### src/rtl/dmem_arbiter.sv
// dmem_arbiter
//   Arbitrates a CPU data port and a loader/debug port onto a single
//   data-memory interface, with one access in flight at any time.
//   Each access takes four states:
//     IDLE  - arbitrate and latch the winner
//     ISSUE - drive one registered strobe
//     WAIT  - capture the read data
//     RESP  - pulse the granted port's ack and arbitrate again
//   Latency is request sampled in cycle N, strobe in N+1, ack in N+3.
//
// Build option
//   ARB_ROUND_ROBIN_EN  defined  : round robin when both ports are eligible
//                       undefined: fixed priority, CPU first
//
// Ports
//   clock, reset                    single clock, synchronous active-high reset
//   cpu_rd, cpu_wr                  CPU load/store requests (store wins if both)
//   cpu_addr, cpu_wdata             CPU address and store data
//   cpu_rdata, cpu_ack, cpu_stall   CPU response, ack pulse and stall
//   ld_req, ld_we                   loader request and direction (1 = write)
//   ld_addr, ld_wdata               loader address and write data
//   ld_rdata, ld_ack                loader response and ack pulse
//   mem_rd, mem_wr                  registered memory strobes
//   mem_addr, mem_wdata             registered memory address and write data
//   mem_rdata                       memory read data, valid the cycle after mem_rd
module dmem_arbiter (
  input  logic        clock,
  input  logic        reset,
  input  logic        cpu_rd,
  input  logic        cpu_wr,
  input  logic [31:0] cpu_addr,
  input  logic [31:0] cpu_wdata,
  output logic [31:0] cpu_rdata,
  output logic        cpu_ack,
  output logic        cpu_stall,
  input  logic        ld_req,
  input  logic        ld_we,
  input  logic [31:0] ld_addr,
  input  logic [31:0] ld_wdata,
  output logic [31:0] ld_rdata,
  output logic        ld_ack,
  output logic        mem_rd,
  output logic        mem_wr,
  output logic [31:0] mem_addr,
  output logic [31:0] mem_wdata,
  input  logic [31:0] mem_rdata
);

  typedef enum logic [1:0] {
    ST_IDLE  = 2'd0,
    ST_ISSUE = 2'd1,
    ST_WAIT  = 2'd2,
    ST_RESP  = 2'd3
  } state_t;

  state_t      state_q, state_d;
  logic        gnt_ld_q, gnt_ld_d;      // port in flight: 1 = loader, 0 = CPU
  logic        we_q, we_d;              // direction of access in flight
  logic        mem_rd_q, mem_rd_d;
  logic        mem_wr_q, mem_wr_d;
  logic [31:0] mem_addr_q, mem_addr_d;
  logic [31:0] mem_wdata_q, mem_wdata_d;
  logic        cpu_ack_q, cpu_ack_d;
  logic        ld_ack_q, ld_ack_d;
  logic [31:0] cpu_rdata_q, cpu_rdata_d; // CPU response register
  logic [31:0] ld_rdata_q, ld_rdata_d;   // loader response register
`ifdef ARB_ROUND_ROBIN_EN
  logic        last_ld_q, last_ld_d;    // 1 = loader was granted last
`endif

  logic        cpu_req_s;
  logic        arb_en_s;
  logic        cpu_elig_s;
  logic        ld_elig_s;
  logic        win_cpu_s;
  logic        win_ld_s;
  logic        sel_we_s;
  logic [31:0] sel_addr_s;
  logic [31:0] sel_wdata_s;

  // Arbitration among eligible requesters; the port being acked in RESP is excluded.
  always_comb begin
    cpu_req_s  = cpu_rd | cpu_wr;
    arb_en_s   = (state_q == ST_IDLE) || (state_q == ST_RESP);
    cpu_elig_s = cpu_req_s && !((state_q == ST_RESP) && !gnt_ld_q);
    ld_elig_s  = ld_req && !((state_q == ST_RESP) && gnt_ld_q);
    win_cpu_s  = 1'b0;
    win_ld_s   = 1'b0;
    if (arb_en_s) begin
`ifdef ARB_ROUND_ROBIN_EN
      if (cpu_elig_s && ld_elig_s) begin
        win_cpu_s = last_ld_q;
        win_ld_s  = ~last_ld_q;
      end else begin
        win_cpu_s = cpu_elig_s;
        win_ld_s  = ld_elig_s;
      end
`else
      // Any CPU request keeps the loader out, even in the RESP cycle where
      // the CPU itself is excluded, so a busy CPU keeps its priority.
      win_cpu_s = cpu_elig_s;
      win_ld_s  = ld_elig_s && !cpu_req_s;
`endif
    end else begin
      win_cpu_s = 1'b0;
      win_ld_s  = 1'b0;
    end
    // Simultaneous cpu_rd and cpu_wr is a store.
    sel_we_s    = win_ld_s ? ld_we    : cpu_wr;
    sel_addr_s  = win_ld_s ? ld_addr  : cpu_addr;
    sel_wdata_s = win_ld_s ? ld_wdata : cpu_wdata;
  end

  // Next-state and registered-output computation for the access FSM.
  always_comb begin
    state_d     = state_q;
    gnt_ld_d    = gnt_ld_q;
    we_d        = we_q;
    mem_rd_d    = 1'b0;
    mem_wr_d    = 1'b0;
    mem_addr_d  = mem_addr_q;
    mem_wdata_d = mem_wdata_q;
    cpu_ack_d   = 1'b0;
    ld_ack_d    = 1'b0;
    cpu_rdata_d = cpu_rdata_q;
    ld_rdata_d  = ld_rdata_q;
`ifdef ARB_ROUND_ROBIN_EN
    last_ld_d   = last_ld_q;
`endif
    case (state_q)
      ST_IDLE, ST_RESP: begin
        if (win_cpu_s || win_ld_s) begin
          state_d     = ST_ISSUE;
          gnt_ld_d    = win_ld_s;
          we_d        = sel_we_s;
          mem_rd_d    = ~sel_we_s;
          mem_wr_d    = sel_we_s;
          mem_addr_d  = sel_addr_s;
          mem_wdata_d = sel_wdata_s;
`ifdef ARB_ROUND_ROBIN_EN
          last_ld_d   = win_ld_s;
`endif
        end else begin
          state_d = ST_IDLE;
        end
      end
      ST_ISSUE: begin
        state_d = ST_WAIT;
      end
      ST_WAIT: begin
        // The per-port rdata registers are the response registers: loading
        // them here makes the read data appear together with the ack.
        state_d = ST_RESP;
        if (gnt_ld_q) begin
          ld_ack_d = 1'b1;
          if (!we_q) begin
            ld_rdata_d = mem_rdata;
          end else begin
            ld_rdata_d = ld_rdata_q;
          end
        end else begin
          cpu_ack_d = 1'b1;
          if (!we_q) begin
            cpu_rdata_d = mem_rdata;
          end else begin
            cpu_rdata_d = cpu_rdata_q;
          end
        end
      end
      default: begin
        state_d = ST_IDLE;
      end
    endcase
  end

  // State and output registers with synchronous reset; reset drops any access in flight.
  always_ff @(posedge clock) begin
    if (reset) begin
      state_q     <= ST_IDLE;
      gnt_ld_q    <= 1'b0;
      we_q        <= 1'b0;
      mem_rd_q    <= 1'b0;
      mem_wr_q    <= 1'b0;
      mem_addr_q  <= 32'd0;
      mem_wdata_q <= 32'd0;
      cpu_ack_q   <= 1'b0;
      ld_ack_q    <= 1'b0;
      cpu_rdata_q <= 32'd0;
      ld_rdata_q  <= 32'd0;
`ifdef ARB_ROUND_ROBIN_EN
      last_ld_q   <= 1'b1;
`endif
    end else begin
      state_q     <= state_d;
      gnt_ld_q    <= gnt_ld_d;
      we_q        <= we_d;
      mem_rd_q    <= mem_rd_d;
      mem_wr_q    <= mem_wr_d;
      mem_addr_q  <= mem_addr_d;
      mem_wdata_q <= mem_wdata_d;
      cpu_ack_q   <= cpu_ack_d;
      ld_ack_q    <= ld_ack_d;
      cpu_rdata_q <= cpu_rdata_d;
      ld_rdata_q  <= ld_rdata_d;
`ifdef ARB_ROUND_ROBIN_EN
      last_ld_q   <= last_ld_d;
`endif
    end
  end

  assign mem_rd    = mem_rd_q;
  assign mem_wr    = mem_wr_q;
  assign mem_addr  = mem_addr_q;
  assign mem_wdata = mem_wdata_q;
  assign cpu_ack   = cpu_ack_q;
  assign ld_ack    = ld_ack_q;
  assign cpu_rdata = cpu_rdata_q;
  assign ld_rdata  = ld_rdata_q;
  assign cpu_stall = (cpu_rd | cpu_wr) & ~cpu_ack_q;

endmodule
### config.mk
export PLATFORM = sky130hd
export DESIGN_NAME = dmem_arbiter
export DESIGN_NICKNAME = d
export VERILOG_FILES = /design/src/rtl/dmem_arbiter.sv
export SDC_FILE = /design/constraint.sdc
export NUM_CORES = 1
export LEC_CHECK = 0
export CAP_MARGIN = 5
export CORE_UTILIZATION = 36
export DETAILED_ROUTE_END_ITERATION = 8
export PLACE_DENSITY = 0.87
export SLEW_MARGIN = 25
export SYNTH_ARGS = -nofsm -noshare
export SYNTH_HDL_FRONTEND = slang
export SYNTH_SLANG_ARGS = --single-unit
### constraint.sdc
create_clock -name clock -period 1.6 [get_ports clock]
set_clock_uncertainty 0.1 [all_clocks]
set_input_delay 0.16 -clock clock [delete_from_list [all_inputs] [get_ports clock]]
set_output_delay 0.16 -clock clock [all_outputs]
set_load 0.03 [all_outputs]
## After elaboration in Yosys (flattened, before gate mapping)

Index checks and enable logic that the tools add are counted.

- Logic and storage cells: 50
- Input port bits: 166
- Output and inout bits: 133
- Bits in registers: 136

- Bitwise operators: 9
- Equal/unequal tests: 3
- Reductions and logical operators: 18
- Mux-type cells: 9

Operators by type and width:

| operator | number |
|---|---|
| two-way mux 32 bit | 2 |
| NOT 1 bit | 7 |
| two-way mux 1 bit | 6 |
| case mux 2 bit (3 select lines) | 1 |
| AND reduction 3 bit | 2 |
| logical AND 1 bit | 5 |
| equality test 2 bit, second input constant | 2 |
| zero test 1 bit | 4 |
| OR reduction 2 bit | 2 |
| OR reduction 3 bit | 1 |
| equality test 2 x 1 -> 1 bit, second input constant | 1 |
| zero test 2 bit | 1 |
| logical OR 1 bit | 2 |
| AND reduction 2 bit | 1 |
| AND 1 bit | 1 |
| OR 1 bit | 1 |

## Logic depth before layout (Yosys ltp)

Gate-level depths: netlist (run 1).

- Depth after elaboration: 9
- Mapped depth: 8
- Gate-level depth less buffers: 5

## Worst setup path before layout (run 1)

Ideal clock, no wire load.

- Kind: register to register
- Start point: register state_q[0]
- End point: register mem_addr_q[24] (netlist: mem_addr[24])
- Library setup time: 0.146 ns
- Period minus slack after synthesis: 1.674 ns
- Path buffers: 3
- Arrival time: 1.428 ns
- Required time: 1.354 ns
- Cell stages (with the launch flop): 9
- Path slack: -0.074 ns
- Path through: dfxtp_1 -> inv_1 -> ha_1 -> and4_1 -> buf_4 -> buf_8 -> buf_8 -> a21oi_2 -> a211oi_2

- Word-level cells in the longest chain between the ends: 8
- Elaborated cells between the ends (all ways): 16
- Classes of those cells: 1 x eq/ne; 3 x mux; 12 x reduce/logical

RTL lines:

| element | RTL line | RTL |
|---|---|---|
| start, declared | 56 | `state_t state_q, state_d;` |
| start signal, assigned | 194 | `state_q <= state_d;` |
| equality test 2 bit | - |  |
| logical AND 1 bit | 86 | `ld_elig_s = ld_req && !((state_q == ST_RESP) && gnt_ld_q);` |
| zero test 1 bit | 86 |  |
| logical AND 1 bit | 86 |  |
| logical AND 1 bit | 102 | `win_ld_s = ld_elig_s && !cpu_req_s;` |
| two-way mux 1 bit | 89 | `if (arb_en_s) begin` |
| logical OR 1 bit | 132 | `if (win_cpu_s \|\| win_ld_s) begin` |
| AND reduction 2 bit (no line) | - |  |
| end signal, assigned | 199 | `mem_addr_q <= mem_addr_d;` |
| end, declared | 61 | `logic [31:0] mem_addr_q, mem_addr_d;` |

Parallel ways exist; a longest one is shown, timed or not.
A chain may end at the register's enable or synchronous reset.

## Final worst setup path (run 1)

- Start point: register state_q[0]
- End point: register mem_wdata_q[10] (netlist: mem_wdata[10])

- Word-level cells in the longest chain between the ends: 8
- Elaborated cells between the ends (all ways): 16
- Classes of those cells: 1 x eq/ne; 3 x mux; 12 x reduce/logical

RTL lines:

| element | RTL line | RTL |
|---|---|---|
| equality test 2 bit | - |  |
| logical AND 1 bit | 86 |  |
| zero test 1 bit | 86 |  |
| logical AND 1 bit | 86 |  |
| logical AND 1 bit | 102 |  |
| two-way mux 1 bit | 89 |  |
| logical OR 1 bit | 132 |  |
| AND reduction 2 bit (no line) | - |  |
| end signal, assigned | 200 | `mem_wdata_q <= mem_wdata_d;` |
| end, declared | 62 | `logic [31:0] mem_wdata_q, mem_wdata_d;` |

Parallel ways exist; a longest one is shown, timed or not.

==> reports/qor.txt, run 1 <==
Status: finished, violations left
Failing checks: negative setup slack
Drt drc: 0
Die height: 128 microns
Number of diodes: 0
Setup CP Type: flop to flop
CTS root buf: clkbuf_16
Detail Route Antenna Nets: 0
Final HPWL DP: 13600 microns
Crit path launch type: flop
Synthesized Nets: 841
Clock transition at path regs: 0.06 ns
Die X: 128 microns
Clk buf depth: 2
Cells after synthesis: 673
DRT Wirelength: 21600 microns
Warnings, synthesis: 0
Count leader, synth: nand2_1
Critical path capture point type: flop
Worst-Margin Slew: 0.441 ns
P per Cell Area: 1690 nW/um^2
Inserted Clock Buffers: 17
Setup slack after layout: -0.0886 ns
Clock latency at the later pin of the worst-skew pair: 0.41 ns
Total power: 17.2 mW
Final Max Tran Viols: 0
Avg Synthesized Cell Area: 8.51 sq um
Crit-path max cell delay: 0.33 ns
Synthesis-stage register bit count: 136
Register area: 2730 sq um
Post-synthesis sequential area ratio: 47.5%
Wirelength per Cell: 17.9 microns
Vias in the first global route: 5947
DP Worst Slack: -0.280 ns
Max frequency: 592 MHz
# rows: 45
Primary FF master, synth: dfxtp_1
TritonCTS clock tree: yes
Hold Path Class: input port to flop
Fin. Hold Viols: 0
# IOs: 299
Synth area leaders: dfxtp_1 (48%), nand2_1 (13%), a211oi_2 (8.7%)
Top cells by count, synth: nand2_1 (193), dfxtp_1 (136), a21oi_1 (89)
Worst path arrival time: 1.91 ns
Worst vdd ir: 0.879 mV
# Max-Cap Violations: 0
Tcrit/Tclk final: 106%
Layout area overhead: 77.7%
Biggest area consumer among synthesized cells: dfxtp_1
Starting Density: 37.3%
Global Route Usage Sum: 23.8%
Cts hold-fix bufs: 0
RSZ-0062 raised after global routing: true
Fill cell count: 1218
CP Max Fanout: 8
Share of post-route cells with drive strength above 1: 24.3%
Synthesized area: 5730 sq um
Fin nets: 1153
Sink count of the clock tree: 136
Largest net degree at the start of global routing: 48
Leakage power: 4.17 nW
Ys async rst share: 0%
Critical path, cell by cell: inv_2 -> ha_4 -> and4_4 -> buf_12 -> clkbuf_16 -> a21oi_2 -> a211oi_2
Worst path required time: 1.82 ns
Vias: 6038
Initial DRT Pass Iterations: 4
Core region area: 15400 sq um
Total gr overflow: 0
Initial antenna violation count: 0
First-pass GRT wire length: 30100 microns
Routability Congestion: 0.833
Port bufs: 298
H-tree levels: 4
Synth cell types: 32
Slowest stage cell, crit path: dfxtp_2
1st-iter DRT viols: 297
Via density: 4.99
# setup viols final: 45
Final core utilization: 66.2%
Relative slew margins: 70.6%
Number of synthesized flops with an enable pin: 0
Yosys top cell area share: 47.5%
Die area: 16400 sq um
Multi-input gate area: 2940 sq um
Post-layout min period: 1.69 ns
## metal layers
metal	GRT usage (%)	share of wire (%)	routed length, microns	vias up
met5	0	0	0	-
met4	10.7	3.1	675	0
met3	9.93	9.2	1990	45
met2	40.7	50	10700	259
met1	25.6	38	8190	2835
li1	-	-	-	2899
## critical path, delay by kind of cell, from the launching register on
family          cells  cell delay [ns]
simple gates        1             0.26
compound gates      2             0.29
fa+ha+maj           1             0.28
flops               1             0.33
buf+inv             3             0.34
## cell usage in the layout, fill, tap and decap left out, drive strengths merged, types with 3 or more instances in the layout
master,instances
a211oi,65
a21oi,129
buf,47
bufinv,3
clkbuf,26
clkdlybuf4s50,164
clkinv,4
clkinvlp,4
dfxtp,136
dlygate4sd2,132
inv,5
nand2,193
nor2,69
nor3b,3
## path summary, 6_finish.rpt
kind | slack (ns) | end | depth (start not counted) | startpoint
setup / recovery | -0.09 | mem_wdata[10] | 7 | state_q[0]
hold / removal | 0.07 | mem_wr | 2 | reset
setup reg to reg | -0.09 | mem_wdata[10] | 7 | state_q[0]
hold reg to reg | 0.35 | ld_rdata[19] | 2 | ld_rdata[19]
## power by group
group | switching [mW] | internal [mW] | leakage, nW | total [mW]
Sequential | 0.403 | 4.18 | 1.11 | 4.59
Clock | 1.56 | 2.50 | 0.289 | 4.06
Combinational | 4.96 | 3.57 | 2.77 | 8.54
Total | 6.92 | 10.3 | 4.17 | 17.2
## sequential cells by signal, summed over array words and instances, names as in the netlist, 2 cells and up
name,flops
mem_addr,32
ld_rdata,32
mem_wdata,32
state_q,2
cpu_rdata,32
## repair_timing
| action | CTS | global route |
|---|---|---|
| gates cloned | 1 | 11 |
| resized for setup | 146 | 82 |
| setup endpoints to repair | 199 | 78 |
| setup buffers | 0 | 3 |
| pin swaps | 5 | 33 |
## through the flow
| step | hold WS (ns) | instances | TNS [ns] | cell area, sq um |
|---|---|---|---|---|
| floorplan | 0.136 | 673 | 0 | 5740 |
| global placement | 0.341 | 1162 | -12.77 | 9090 |
| detailed placement | 0.346 | 1162 | -15.49 | 9090 |
| CTS | 0.0306 | 1195 | -0.278 | 9600 |
| global route | 0.0789 | 1209 | -5.20 | 10200 |
| finish | 0.0717 | 1209 | -0.875 | 10200 |
## cell type report
cell class	instances	area share (%)
Clock buffer	18	4.31
Clock inverter	14	1.67
Inverter	2	0.0738
Multi-Input combinational cell	477	28.8
Sequential cell	136	26.8
Tap cell	211	2.59
Timing Repair Buffer	351	35.7
## kinds of logic (layout without fill, tap and decap cells)
kind of cell               count (synthesis)  count (layout)  share of synthesized area, %
and+or+nand+nor                          277             278                          19.3
AOI/OAI and AO/OA                        197             197                          26.2
DFF                                      136             136                          47.5
buffers and inverters                     61             385                          6.45
adders and majority gates                  2               2                         0.437
Note: power is estimated with default switching activity, not from simulation.
==> inputs of run 2 (changes only) <==
- ABC_AREA: unset -> 1
- CORE_UTILIZATION: 36 -> 35
- PLACE_DENSITY: 0.87 -> 0.86
==> run 2 against run 1 <==
Compared with the run above:
- the run still ends with negative setup slack left
- combinational power is 6.0% lower
- critical path depth rose by 4
- worst setup slack got worse by 0.061 ns
- cell count rose by 9.2%
- final area decreased by 1.4%
- flip-flop and latch count unchanged
- first-iteration DRC count is 0.34% lower
- via count grew 3.7%
==> reports/qor.txt, run 2 <==
Grt met3 use: 10.1% (+0.19 points)
# IOs: 299 (unchanged)
Layout area overhead: 83.9%
Setup TNS: -7.19 ns (-6.32 ns)
Total gr overflow: 0 (unchanged)
Met2 Track Usage GR: 44.6% (+3.9 points)
Die area: 16100 sq um (-2.0%)
Failing checks: negative setup slack
Critical path capture point type: flop
Most frequent cells in the layout: nand2_1 (220), clkdlybuf4s50_1 (165), dfxtp_1 (134)
Inserted Clock Buffers: 17 (unchanged)
# rows: 45 (unchanged)
Reg-to-reg endpoint: mem_wdata[0]
DRT Wirelength: 21700 microns (+0.62%)
Sink count of the clock tree: 136 (unchanged)
Crit path launch type: flop
Worst-Margin Slew: 0.397 ns (-0.0439 ns)
Fin. Hold Viols: 0 (unchanged)
End of the worst hold path: cpu_rdata[21]
TritonCTS clock tree: yes
First-pass GRT wire length: 31300 microns (+4.1%)
Leakage power: 5.29 nW (+27%)
Post-layout min period: 1.75 ns (+0.0609 ns)
Number of diodes: 0 (unchanged)
Final Max Tran Viols: 0 (unchanged)
Yosys top cell area share: 49.9% (+2.4 points)
Worst hold stages: 3 (+1)
Status: finished, violations left
Final core utilization: 66.0% (-0.23 points)
Most Used Layer, Global Route: met2
DP Worst Slack: -0.298 ns (-0.0179 ns)
Layout Cell Area excl Fill: 10000 sq um (-1.4%)
RSZ-0062 raised after global routing: true
GR Layer Usage met1: 26.4% (+0.84 points)
Synth cell types: 14 (-56%)
Core region area: 15200 sq um (-1.1%)
Via density: 4.74 (-5.0%)
Number of synthesized flops with an enable pin: 0 (unchanged)
Worst path arrival time: 1.96 ns (+0.05 ns)
Warnings, synthesis: 0 (unchanged)
Fill cell count: 1218 (unchanged)
Top cells by count, synth: nand2_1 (269), dfxtp_1 (136), nor2_1 (135)
Global Route Usage Sum: 25.2% (+1.4 points)
Area after DPL: 8700 sq um (-4.3%)
Share of post-route cells with drive strength above 1: 14.2% (-10 points)
Worst path required time: 1.81 ns (about the same)
Clock transition at path regs: 0.07 ns (about the same)
Relative slew margins: 73.6% (+3.0 points)
Wirelength per Cell: 16.5 microns (-7.8%)
Max frequency: 572 MHz (-3.5%)
Reg2reg path depth: 11 (+4)
Clock latency at the later pin of the worst-skew pair: 0.41 ns (about the same)
Cells after synthesis: 799 (+19%)
Hold Path Class: input port to flop
CTS root buf: clkbuf_16
Post-route insts no fill: 1320 (+9.2%)
Die X: 127 microns (-1.0%)
Synthesis-stage register bit count: 136 (unchanged)
Primary FF master, synth: dfxtp_1
Avg Synthesized Cell Area: 6.83 sq um (-20%)
Register area: 2730 sq um (unchanged)
Clk buf depth: 2 (unchanged)
Synthesized Nets: 967 (+15%)
Drt drc: 0 (unchanged)
Ys async rst share: 0% (unchanged)
P per Cell Area: 1720 nW/um^2 (+1.9%)
CP most frequent cell: nand2_1
Vias in the first global route: 6085 (+2.3%)
Worst vdd ir: 1.15 mV (+31%)
Total power: 17.2 mW (+0.40%)
Multi-input gate area: 2490 sq um (-15%)
Routability Congestion: 0.803 (-3.7%)
Hold Startpoint: mem_rdata[21]
Post-synthesis sequential area ratio: 49.9% (+2.4 points)
Setup CP Type: flop to flop
Tcrit/Tclk final: 109% (+3.8 points)
CP Max Fanout: 8 (unchanged)
Synthesized area: 5460 sq um (-4.7%)
Die height: 127 microns (-1.0%)
Register-to-Register Setup Slack: -0.15 ns (-0.06 ns)
Detail Route Antenna Nets: 0 (unchanged)
Slowest stage cell, crit path: dfxtp_2
Top delay family on crit path: buffers and inverters
Largest net degree at the start of global routing: 63 (+31%)
# setup viols final: 67 (+49%)
Final HPWL DP: 12600 microns (-7.2%)
Setup slack after layout: -0.149 ns (-0.0609 ns)
Fin nets: 1287 (+12%)
Crit-path max cell delay: 0.33 ns (about the same)
Port bufs: 298 (unchanged)
1st-iter DRT viols: 296 (-0.34%)
Placed Cells: 1258 (+8.3%)
H-tree levels: 4 (unchanged)
Critical R2R Launch: state_q[0]
Synth area leaders: dfxtp_1 (50%), nand2_1 (19%), o21ai_0 (12%)
Initial antenna violation count: 0 (unchanged)
Initial DRT Pass Iterations: 5 (+1)
Starting Density: 35.9% (-1.4 points)
# Max-Cap Violations: 0 (unchanged)
Count leader, synth: nand2_1
Final hold slack: 0.256 ns (+0.184 ns)
Commonest non-fill, non-tap cell in the layout: nand2_1
Biggest area consumer among synthesized cells: dfxtp_1
Vias: 6262 (+3.7%)
CP bufs+invs: 4 (+1)
Critical path, cell by cell: inv_2 -> ha_4 -> nand2_2 -> inv_2 -> nand3_4 -> buf_12 -> clkbuf_16 -> nand2_1 -> o21ai_1 -> nand2_1 -> nand2_1
==> run 2: changes by cell type in the layout (fill, tap and decap cells not counted), sizes merged, moves of 3 or more <==
| cell | change |
|---|---|
| o21ai | +128 |
| a211oi | -65 |
| clkinvlp | -3 |
| nor3b | -3 |
| clkbuf | -4 |
| a21oi | -127 |
| inv | +74 |
| nand2 | +76 |
| nor2 | +66 |
==> run 2: worst max-delay path by stage <==
stage	to	slack (ns)	startpoint	cells after the start
2_1_floorplan	mem_addr[10]	-0.002	state_q[0]	10
3_3_place_gp	mem_addr[26]	-0.23	cpu_rd	7
3_5_place_dp	mem_wdata[24]	-0.30	cpu_rd	7
4_1_cts	mem_wdata[27]	-0.16	state_q[0]	11
5_1_grt	mem_wdata[2]	-0.24	state_q[0]	9
6_report	mem_wdata[0]	-0.15	state_q[0]	11
==> run 2: cell families after synthesis <==
kind of cell | synth area share [%]
flops | 49.9
fa+ha+maj | 0.459
buf+inv | 9.36
simple gates | 28.3
compound gates | 12.0
==> run 2: cell type report <==
class	instances	area share [%]
sequential	136	27.2
timing repair buffer	348	36.4
inverter	75	2.83
clock buffer	17	4.24
clock inverter	15	2.17
tap	188	2.34
multi-input combinational	541	24.9
==> run 2: timing repair <==
item / in CTS / in global routing
gates resized for setup: 181 / 94
hold buffers: 0 / 0
setup endpoints to repair: 198 / 75
pin swaps: 5 / 31
hold endpoints to repair: 0 / 0
cloned: 12 / 7
buffers inserted: 9 / 6
==> run 2: tightest hold or removal path: stages <==
cell and delay, ns:
clkdlybuf4s50_1 0.41, nor2_1 0.11, nor2_1 0.05
==> run 2: power breakdown <==
group / total, mW / internal (mW) / switching (mW) / leakage [nW]
clock: 4.25 / 2.65 / 1.60 / 0.311
sequential: 4.97 / 4.44 / 0.530 / 1.11
combinational: 8.03 / 3.14 / 4.88 / 3.86
total: 17.2 / 10.2 / 7.01 / 5.29
==> run 2: layer usage <==
metal,vias to the layer above,share of wire [%],wire length [microns]
met5,-,0,0
met4,0,2.3,493
met3,32,11,2330
met2,281,50,10800
met1,2862,37,8090
li1,3087,-,-
